## src/rtl/pe_pkg.sv

```systemverilog
// Shared defaults and derived widths for the convolution processing element.
package pe_pkg;

  localparam int DEF_KSIZE    = 5;
  localparam int DEF_PIC_W    = 16;
  localparam int DEF_WEIGHT_W = 16;
  localparam int DEF_RESULT_W = 37;

  localparam int N      = DEF_KSIZE * DEF_KSIZE;
  localparam int CNT_W  = $clog2(N);
  localparam int PROD_W = DEF_PIC_W + DEF_WEIGHT_W;

  // Narrowest accumulator that cannot overflow over a full window.
  function automatic int min_result_w(input int pic_w, input int weight_w, input int ksize);
    return pic_w + weight_w + $clog2(ksize * ksize);
  endfunction

endpackage

```

## src/rtl/pe_mult.sv

```systemverilog
// Combinational unsigned multiplier; a drop-in point for a DSP or pipelined multiplier.
module pe_mult #(
  parameter int PIC_W    = 16,
  parameter int WEIGHT_W = 16
) (
  input  logic [PIC_W-1:0]          a,
  input  logic [WEIGHT_W-1:0]       b,
  output logic [PIC_W+WEIGHT_W-1:0] product
);

  // Full-width product, no truncation.
  always_comb begin
    product = (PIC_W + WEIGHT_W)'(a) * (PIC_W + WEIGHT_W)'(b);
  end

endmodule

```

## src/rtl/pe_conv_mac.sv

```systemverilog
// Convolution MAC: sums KSIZE*KSIZE consecutive pixel*weight products per window
// and pulses valid for one cycle with the registered window sum.
module pe_conv_mac
  import pe_pkg::*;
#(
  parameter int KSIZE    = DEF_KSIZE,
  parameter int PIC_W    = DEF_PIC_W,
  parameter int WEIGHT_W = DEF_WEIGHT_W,
  parameter int RESULT_W = DEF_RESULT_W
) (
  input  logic                clk,
  input  logic                rst_n,
  input  logic [PIC_W-1:0]    picDat,
  input  logic [WEIGHT_W-1:0] weightDat,
  output logic [RESULT_W-1:0] result,
  output logic                valid
);

  localparam int WIN_N   = KSIZE * KSIZE;
  localparam int WCNT_W  = $clog2(WIN_N);
  localparam int WPROD_W = PIC_W + WEIGHT_W;

  if (RESULT_W < min_result_w(PIC_W, WEIGHT_W, KSIZE)) begin : g_width_check
    $error("pe_conv_mac: RESULT_W too narrow for a full window");
  end

  logic [WCNT_W-1:0]   cnt_r;
  logic [RESULT_W-1:0] acc_r;
  logic [WPROD_W-1:0]  prod_s;
  logic [RESULT_W-1:0] sum_s;
  logic                last_s;

  pe_mult #(
    .PIC_W    (PIC_W),
    .WEIGHT_W (WEIGHT_W)
  ) u_mult (
    .a       (picDat),
    .b       (weightDat),
    .product (prod_s)
  );

  // Running sum including this cycle's product, and end-of-window detect.
  always_comb begin
    sum_s  = acc_r + RESULT_W'(prod_s);
    last_s = (cnt_r == WCNT_W'(WIN_N - 1));
  end

  // Phase counter, accumulator and registered outputs; the next window starts with no gap.
  always_ff @(posedge clk or negedge rst_n) begin
    if (!rst_n) begin
      cnt_r  <= '0;
      acc_r  <= '0;
      result <= '0;
      valid  <= 1'b0;
    end else if (last_s) begin
      cnt_r  <= '0;
      acc_r  <= '0;
      result <= sum_s;
      valid  <= 1'b1;
    end else begin
      cnt_r  <= cnt_r + WCNT_W'(1);
      acc_r  <= sum_s;
      result <= result;
      valid  <= 1'b0;
    end
  end

endmodule

```

## config.mk

```make
export PLATFORM = sky130hd
export DESIGN_NAME = pe_conv_mac
export DESIGN_NICKNAME = d
export VERILOG_FILES = /design/src/rtl/pe_pkg.sv /design/src/rtl/pe_mult.sv /design/src/rtl/pe_conv_mac.sv
export SDC_FILE = /design/constraint.sdc
export NUM_CORES = 1
export LEC_CHECK = 0
export ABC_AREA = 0
export BUFFER_PORTS_ARGS = -buffer_cell sky130_fd_sc_hd__clkbuf_2
export CAP_MARGIN = 20
export CORE_UTILIZATION = 55
export CTS_CLUSTER_DIAMETER = 120
export CTS_CLUSTER_SIZE = 28
export DETAILED_ROUTE_END_ITERATION = 10
export PLACE_DENSITY = 0.79
export SLEW_MARGIN = 20
export SYNTH_ARGS = -nofsm -noshare
export SYNTH_HDL_FRONTEND = slang
export SYNTH_SLANG_ARGS = --single-unit
```

## constraint.sdc

```tcl
create_clock -name clk -period 4.2 [get_ports clk]
set_clock_uncertainty 0.15 [all_clocks]
set_input_delay 1.05 -clock clk [delete_from_list [all_inputs] [get_ports clk]]
set_output_delay 1.05 -clock clk [all_outputs]
set_load 0.005 [all_outputs]
```

== Word-level counts from Yosys, hierarchy flattened ==
Cells that the tools add are included.

* Flip-flop bits (word level): 80
* Word-level logic and storage cells: 11

* Multiply operators: 1
* $add $sub $neg: 2
* Multiplexer cells: 3
* Equal/unequal tests: 1

{| class="wikitable"
|+ Operators with widths
! operator !! count
|-
| $add A37 B32 Y37 || 1
|-
| $mux W37 || 1
|-
| $mul A16 B16 Y32 || 1
|-
| $add A5 B1 Y5 const B || 1
|-
| $eq A5 B5 Y1 const B || 1
|-
| $mux W5 || 1
|-
| $mux W1 || 1
|}

== Logic depth before layout (Yosys ltp) ==
Gate-level depths: netlist of run 1.

* Depth after elaboration: 3
* Mapped depth: 23
* Mapped depth without buffers: 21

== Cells and area by module ==
From an unflattened synthesis of run 1, not the netlist that was laid out.

* Cell total of the unflattened synthesis: 1,488
* Area, all modules: 13,152.6 um^2

{| class="wikitable"
|+ By module, submodules not included
! module !! instances !! seq. area each (um^2) !! cells an instance !! area each (um^2)
|-
| pe_mult || 1 || 0.0 || 1,002 || 8,675.8
|-
| pe_conv_mac || 1 || 2,001.9 || 486 || 4,476.8
|}

== Worst setup path before layout of run 1 ==
No wires, ideal clock.

* Path type: input port to flip-flop
* From: input port weightDat[1]
* To: register acc_r[36]
* Slack: -2,482 ps
* Required time: 3,919 ps
* Path buffers: 2
* Arrival time: 6,401 ps
* Stages on the path: 22
* Setup time: 131 ps
* Cells stage by stage: clkbuf_1 nand2_1 fa_1 inv_1 fa_1 inv_1 fa_1 inv_1 fa_1 fa_1 inv_1 fa_1 inv_1 ha_1 buf_2 a21oi_1 o21ai_0 a21o_1 a211oi_4 a21boi_4 and3_2 or3_1

* Longest elaborated chain between the ends: 3

{| class="wikitable"
|+ Ends and longest elaborated chain
! element !! line !! RTL
|-
| start, declared || pe_conv_mac.sv:14 || <nowiki>input logic [WEIGHT_W-1:0] weightDat,</nowiki>
|-
| $mul A16 B16 Y32 || pe_mult.sv:13 || <nowiki>product = (PIC_W + WEIGHT_W)'(a) * (PIC_W + WEIGHT_W)'(b);</nowiki>
|-
| $add A37 B32 Y37 || pe_conv_mac.sv:44 || <nowiki>sum_s = acc_r + RESULT_W'(prod_s);</nowiki>
|-
| $mux W37 || pe_conv_mac.sv:55 || <nowiki>end else if (last_s) begin</nowiki>
|-
| end signal, assigned || pe_conv_mac.sv:62 || <nowiki>acc_r <= sum_s;</nowiki>
|-
| end, declared || pe_conv_mac.sv:28 || <nowiki>logic [RESULT_W-1:0] acc_r;</nowiki>
|}

No other way between the ends.
A chain may end at the register's enable or synchronous reset.

== Final worst setup path of run 1 ==
* From: input port picDat[8]
* To: register result[30]

* Longest elaborated chain between the ends: 2

{| class="wikitable"
|+ Ends and longest elaborated chain
! element !! line !! RTL
|-
| start, declared || pe_conv_mac.sv:13 || <nowiki>input logic [PIC_W-1:0] picDat,</nowiki>
|-
| $mul A16 B16 Y32 || pe_mult.sv:13 ||
|-
| $add A37 B32 Y37 || pe_conv_mac.sv:44 ||
|-
| end signal, assigned || pe_conv_mac.sv:58 || <nowiki>result <= sum_s;</nowiki>
|-
| end signal, assigned || pe_conv_mac.sv:63 || <nowiki>result <= result;</nowiki>
|-
| end, declared || pe_conv_mac.sv:15 || <nowiki>output logic [RESULT_W-1:0] result,</nowiki>
|}

No other way between the ends.

==> results of run 1 <==
==> layer usage <==
| layer | wire length (um) | vias up |
|---|---|---|
| li1 | - | 4812 |
| met1 | 15800 | 5737 |
| met2 | 19400 | 628 |
| met3 | 2660 | 200 |
| met4 | 2220 | 0 |
| met5 | 0 | - |
==> layout make-up <==
class | instances | area [um2]
clock inverters | 6 | 70.1
multi-input cells | 958 | 10900
flip-flops and latches | 80 | 2000
clock buffers | 9 | 225
well taps | 313 | 392
fillers | 1294 | 5230
inverters | 349 | 1310
repair buffers | 291 | 2660
==> stage by stage <==
stage	cells	area (um2)	util [%]	worst slack [ns]	setup TNS, ns
after global routing	2006	17600	77.1	-2.48	-127.38
final	2006	17600	77.1	-2.31	-119.66
after CTS	1994	16900	74.2	-2.16	-109.15
after floorplan	1438	13700	-	-2.22	-101.01
after detailed placement	1960	15300	67.0	-2.74	-145.56
after global placement	1960	15300	67.0	-2.66	-142.01
==> flip-flops by register name (all words and copies together) (netlist names) <==
name,cells
acc_r,37
result,37
cnt_r,5
valid,1
==> repair_timing <==
item	CTS	global route
pin swaps	90	78
cloned	0	0
hold buffers	0	0
setup endpoints to repair	66	66
setup buffers	22	16
gates resized for setup	251	134
==> cell usage in the layout (no fill, tap or decap), types with 13 or more instances in the layout <==
cell type,netlist,routed
inv_1,348,314
fa_1,226,207
nand2_1,221,184
buf_4,0,159
and2_1,119,100
ha_1,112,82
dfrtp_1,80,80
buf_6,0,53
clkbuf_2,0,40
inv_2,0,34
ha_4,0,28
nand2_4,0,27
nor2_1,36,24
o21ai_1,1,24
and2_4,0,19
fa_2,0,19
clkbuf_16,0,18
nor3_2,1,13
==> logic make-up after synthesis <==
group / after synthesis
buf+inv: 400
compound gates: 146
simple gates: 449
xor+xnor: 25
fa+ha+maj: 338
flops: 80
==> worst max-delay path: cells and delay by family <==
family / cells / cell delay [ns]
AO/OA/AOI/OAI: 5 / 0.81
XOR/XNOR: 1 / 0.14
adder cells (fa/ha/maj): 7 / 3.34
buffers and inverters: 10 / 1.03
AND/OR/NAND/NOR: 2 / 0.20
==> path summary, 6_finish.rpt <==
kind	slack, ns	startpoint	cells past startpoint	end
max in group asynchronous	2.77	rst_n	1	result[27]
worst min register to register	0.34	result[22]	2	result[22]
min in group asynchronous	0.59	rst_n	1	result[0]
worst min-delay path	0.34	result[22]	2	result[22]
worst max-delay path	-2.31	picDat[8]	25	result[30]
worst max register to register	-0.86	acc_r[10]	17	result[34]
==> qor.csv, run 1 <==
stage,metric,value,unit
floorplan,Die Span Y,155,um
timing,Final Max Slew Viols,0,
synthesis,adder-cell share of the synthesized area,46.1,%
worst_setup_path,critical path class,in2reg,
cts,CTS sink cnt,80,
synthesis,compound-cell area share of the yosys netlist,7.69,%
synthesis,Syn Nets,1810,
global_route,met2 usage,53.8,%
timing,"Hold Vio Cnt, Final",0,
synthesis,"top cells by count, synth","inv_1, fa_1, nand2_1, and2_1, ha_1",
timing,# setup viols final,66,
worst_setup_path,Worst Setup Start Kind,primary input,
cts,H-tree Lvls,3,
worst_setup_path,Worst Path Required,4.26,ns
final_layout,Area Growth Syn to Fin,36.7,%
worst_setup_path,CP arrival,6.58,ns
worst_hold_path,worst min path class,reg2reg,
placement,# port buffers,71,
synthesis,share of the synthesized area in the top cell type,35.2,%
timing,unrepaired setup endpoints after global routing,true,
placement,RePlAce Congestion,0.912,
floorplan,# rows,55,
final_layout,# nets final,2061,
cts,Clock Path Buffers,2,
cts,CTS Buf Count,9,
global_route,GRT overflow,0,
synthesis,Synth area leaders,"fa_1, dfrtp_1, ha_1",
drt,via count,11377,
global_route,All-Layer GR Usage,31.8,%
job,Max-cap violations,0,
drt,WL final,40.1,mm
drt,vias per std cell,5.67,
global_route,largest net degree at the start of global routing,81,
floorplan,chip width,155,um
synthesis,sequential element share of the synthesized area,15.6,%
drt,DRC Markers,0,
synthesis,main flop type after synthesis,dfrtp_1,
worst_setup_path,max incr delay on CP,0.53,ns
synthesis,Yosys warning total,0,
worst_setup_path,"Slowest-stage cell, CP",fa_1,
synthesis,Post-synth EDFFs,0,
synthesis,Mapped Area,12800,um2
synthesis,largest family of logic cells by synthesized area,adder cells,
cts,worst skew pair latency,0.35,ns
worst_setup_path,"critical path fanouts, max",5,
synthesis,multiplexer share of the synthesized area,0,%
drt,DR WL/cell,20.0,um
timing,worst hold margin,0.336,ns
global_route,met3 Use GR,4.40,%
final_layout,layout cell share with drive strength beyond 1,34.1,%
drt,TritonRoute pass-1 iters,6,
synthesis,most frequent cell after synthesis,inv_1,
global_route,vias in the first global route,11937,
timing,Rel. slew slack,39.9,%
floorplan,I/O Pins,72,
cts,CTS tree,built,
cts,clock slew at reported path FFs,0.07,ns
timing,fin crit period,6.51,ns
timing,Final WS setup,-2.31,ns
global_route,Top Usage Layer GRT,met2,
floorplan,core area,22800,um2
timing,Worst-Margin Slew,0.896,ns
status,failing checks,negative setup slack,
synthesis,Mapped Cells,1438,
final_layout,n_diodes,0,
global_route,GRT met1 Usage,42.0,%
synthesis,mean area per synthesized cell,8.93,um2
drt,Final ANT Viol Nets,0,
synthesis,Unique masters post-synth,66,
synthesis,asr flop ratio synth,100,%
synthesis,Synth Area in XOR/XNOR,1.71,%
worst_setup_path,CP endpoint kind,flop,
synthesis,Simple-Gate Fraction of Synth Area,17.1,%
floorplan,initial core utilization,56.4,%
synthesis,top cell type by total area after synthesis,fa_1,
global_route,initial antenna violation count,0,
global_route,first-pass GRT wire length,59.8,mm
placement,hpwl dp,27.0,mm
status,status,"complete, but fails checks",
cts,CTS Root Cell,clkbuf_16,
floorplan,die area,24000,um2
worst_setup_path,"most used cell, CP",fa_1,
timing,Max Freq,154,MHz
timing,fin crit share,155,%
drt,1st-iter DRT viols,1025,
synthesis,number of synthesized register bits,80,
Power of run 1 is not shown: default switching activity piles up to over one toggle a cycle in this logic, so the estimate is an artifact.
==> run 2, diff against run 1 <==
--- a/config.mk
+++ b/config.mk
@@ -13,6 +13,7 @@
 export CTS_CLUSTER_SIZE = 28
 export DETAILED_ROUTE_END_ITERATION = 10
 export PLACE_DENSITY = 0.79
+export SETUP_SLACK_MARGIN = 0.2
 export SLEW_MARGIN = 20
 export SYNTH_ARGS = -nofsm -noshare
 export SYNTH_HDL_FRONTEND = slang
==> run 2 against run 1 <==
  * The run still ends with negative setup slack left
  * Largest cell class unchanged
  * Final cell count is 1.6% higher
  * Global-route usage is 1.7 points higher
  * Die area stayed put
  * Utilization is 1.2 points higher
  * Critical path depth is 5 lower
  * Worst hold slack worse by 0.011 ns
==> qor.csv, run 2 (synthesized netlist as in run 1, its figures left out) <==
stage,metric,value,unit
status,status,"complete, but fails checks",
status,failing checks,negative setup slack,
timing,fin crit period,6.43,ns
drt,WL final,41.3,mm
floorplan,I/O Pins,72,
drt,vias per std cell,5.66,
cts,CTS Buf Count,9,
timing,fin crit share,153,%
worst_setup_path,Worst Path Required,4.27,ns
worst_hold_path,worst min path class,reg2reg,
placement,RePlAce Congestion,0.921,
placement,hpwl dp,27.5,mm
final_layout,Area Growth Syn to Fin,38.8,%
global_route,initial antenna violation count,0,
floorplan,chip width,155,um
cts,CTS tree,built,
drt,DR WL/cell,20.2,um
final_layout,"leading cell type in the layout, fill and taps excluded",inv_1,
cts,CTS Root Cell,clkbuf_16,
timing,unrepaired setup endpoints after global routing,true,
drt,DRC Markers,0,
floorplan,initial core utilization,56.4,%
cts,clock slew at reported path FFs,0.06,ns
global_route,All-Layer GR Usage,33.5,%
global_route,largest net degree at the start of global routing,81,
placement,Placement Cell Area,15300,um2
timing,setup TNS,-120.77,ns
global_route,vias in the first global route,12287,
cts,H-tree Lvls,3,
placement,# port buffers,71,
cts,CTS sink cnt,80,
job,Max-cap violations,0,
worst_setup_path,"critical path fanouts, max",8,
final_layout,largest registers,"acc_r (37), result (37), cnt_r (5)",
worst_setup_path,CP endpoint kind,flop,
final_layout,layout cell share with drive strength beyond 1,36.2,%
global_route,first-pass GRT wire length,62.5,mm
timing,Max Freq,156,MHz
cts,worst skew pair latency,0.35,ns
drt,1st-iter DRT viols,984,
drt,Final ANT Viol Nets,0,
timing,Final WS setup,-2.23,ns
timing,"Hold Vio Cnt, Final",0,
placement,Place WS,-2.80,ns
worst_setup_path,critical path class,in2reg,
final_layout,Finished Layout Cells,2039,
timing,Rel. slew slack,36.6,%
final_layout,"commonest non-fill, non-tap cells in the layout","inv_1, fa_1, nand2_1",
cts,hold buffer count at CTS,0,
cts,Clock Path Buffers,2,
worst_setup_path,CP arrival,6.50,ns
worst_setup_path,Worst Setup Start Kind,primary input,
floorplan,Die Span Y,155,um
final_layout,n_diodes,0,
drt,via count,11543,
final_layout,Final Instance Area,17800,um2
global_route,GRT overflow,0,
timing,Final Max Slew Viols,0,
final_layout,# nets final,2094,
placement,placed cells,1969,
floorplan,die area,24000,um2
drt,TritonRoute pass-1 iters,5,
floorplan,core area,22800,um2
final_layout,fill count,1267,
floorplan,# rows,55,
timing,Worst-Margin Slew,0.945,ns
timing,# setup viols final,66,
run 2: metal layers:
metal / routed length (um) / global-route usage [%] / vias up
li1: - / - / 4891
met1: 16000 / 43.3 / 5791
met2: 20200 / 58.1 / 642
met3: 2750 / 3.73 / 219
met4: 2280 / 12.4 / 0
met5: 0 / 0 / -
run 2: final cells by class:
class                           instances  area (um2)  share of cell area [%]
Clock buffer                            9         225                    1.26
Tap cell                              313         392                    2.20
Inverter                              349        1310                    7.37
Clock inverter                          6        71.3                   0.400
Multi-Input combinational cell        958       10800                    60.9
Timing Repair Buffer                  324        2970                    16.7
Sequential cell                        80        2000                    11.2
run 2: per-stage QoR:
step | hold WS [ns] | util (%)
after global placement | 0.308 | 67.3
after global routing | 0.353 | 78.2
after CTS | 0.329 | 75.4
after floorplan | 0.305 | -
final | 0.324 | 78.2
after detailed placement | 0.313 | 67.3
run 2: what timing repair did:
action / CTS / global route
buffers inserted: 25 / 26
gates resized for setup: 269 / 123
cloned: 4 / 0
setup endpoints to repair: 66 / 68
pin swaps: 117 / 66
run 2: critical path: stages:
cell	delay [ns]
clkbuf_16	0.14
and2_4	0.16
fa_1	0.52
inv_1	0.05
fa_1	0.53
inv_1	0.06
fa_1	0.47
fa_1	0.53
fa_1	0.56
inv_1	0.07
fa_1	0.51
inv_2	0.05
ha_4	0.30
nand2_4	0.08
nor3_4	0.21
nand2_1	0.12
or4_4	0.46
a21boi_4	0.19
nor3_1	0.07
or3_1	0.36
run 2: path summary, 6_finish.rpt:
kind                            startpoint    endpoint  slack, ns  depth (start not counted)
worst max-delay path             picDat[5]   acc_r[36]      -2.23                         20
worst min-delay path             result[0]   result[0]       0.32                          2
worst max register to register    acc_r[3]  result[31]      -0.69                         18
worst min register to register   result[0]   result[0]       0.32                          2
max in group asynchronous            rst_n    acc_r[8]       2.76                          1
min in group asynchronous            rst_n   result[0]       0.59                          1
Power of run 2 is left out for the same reason.
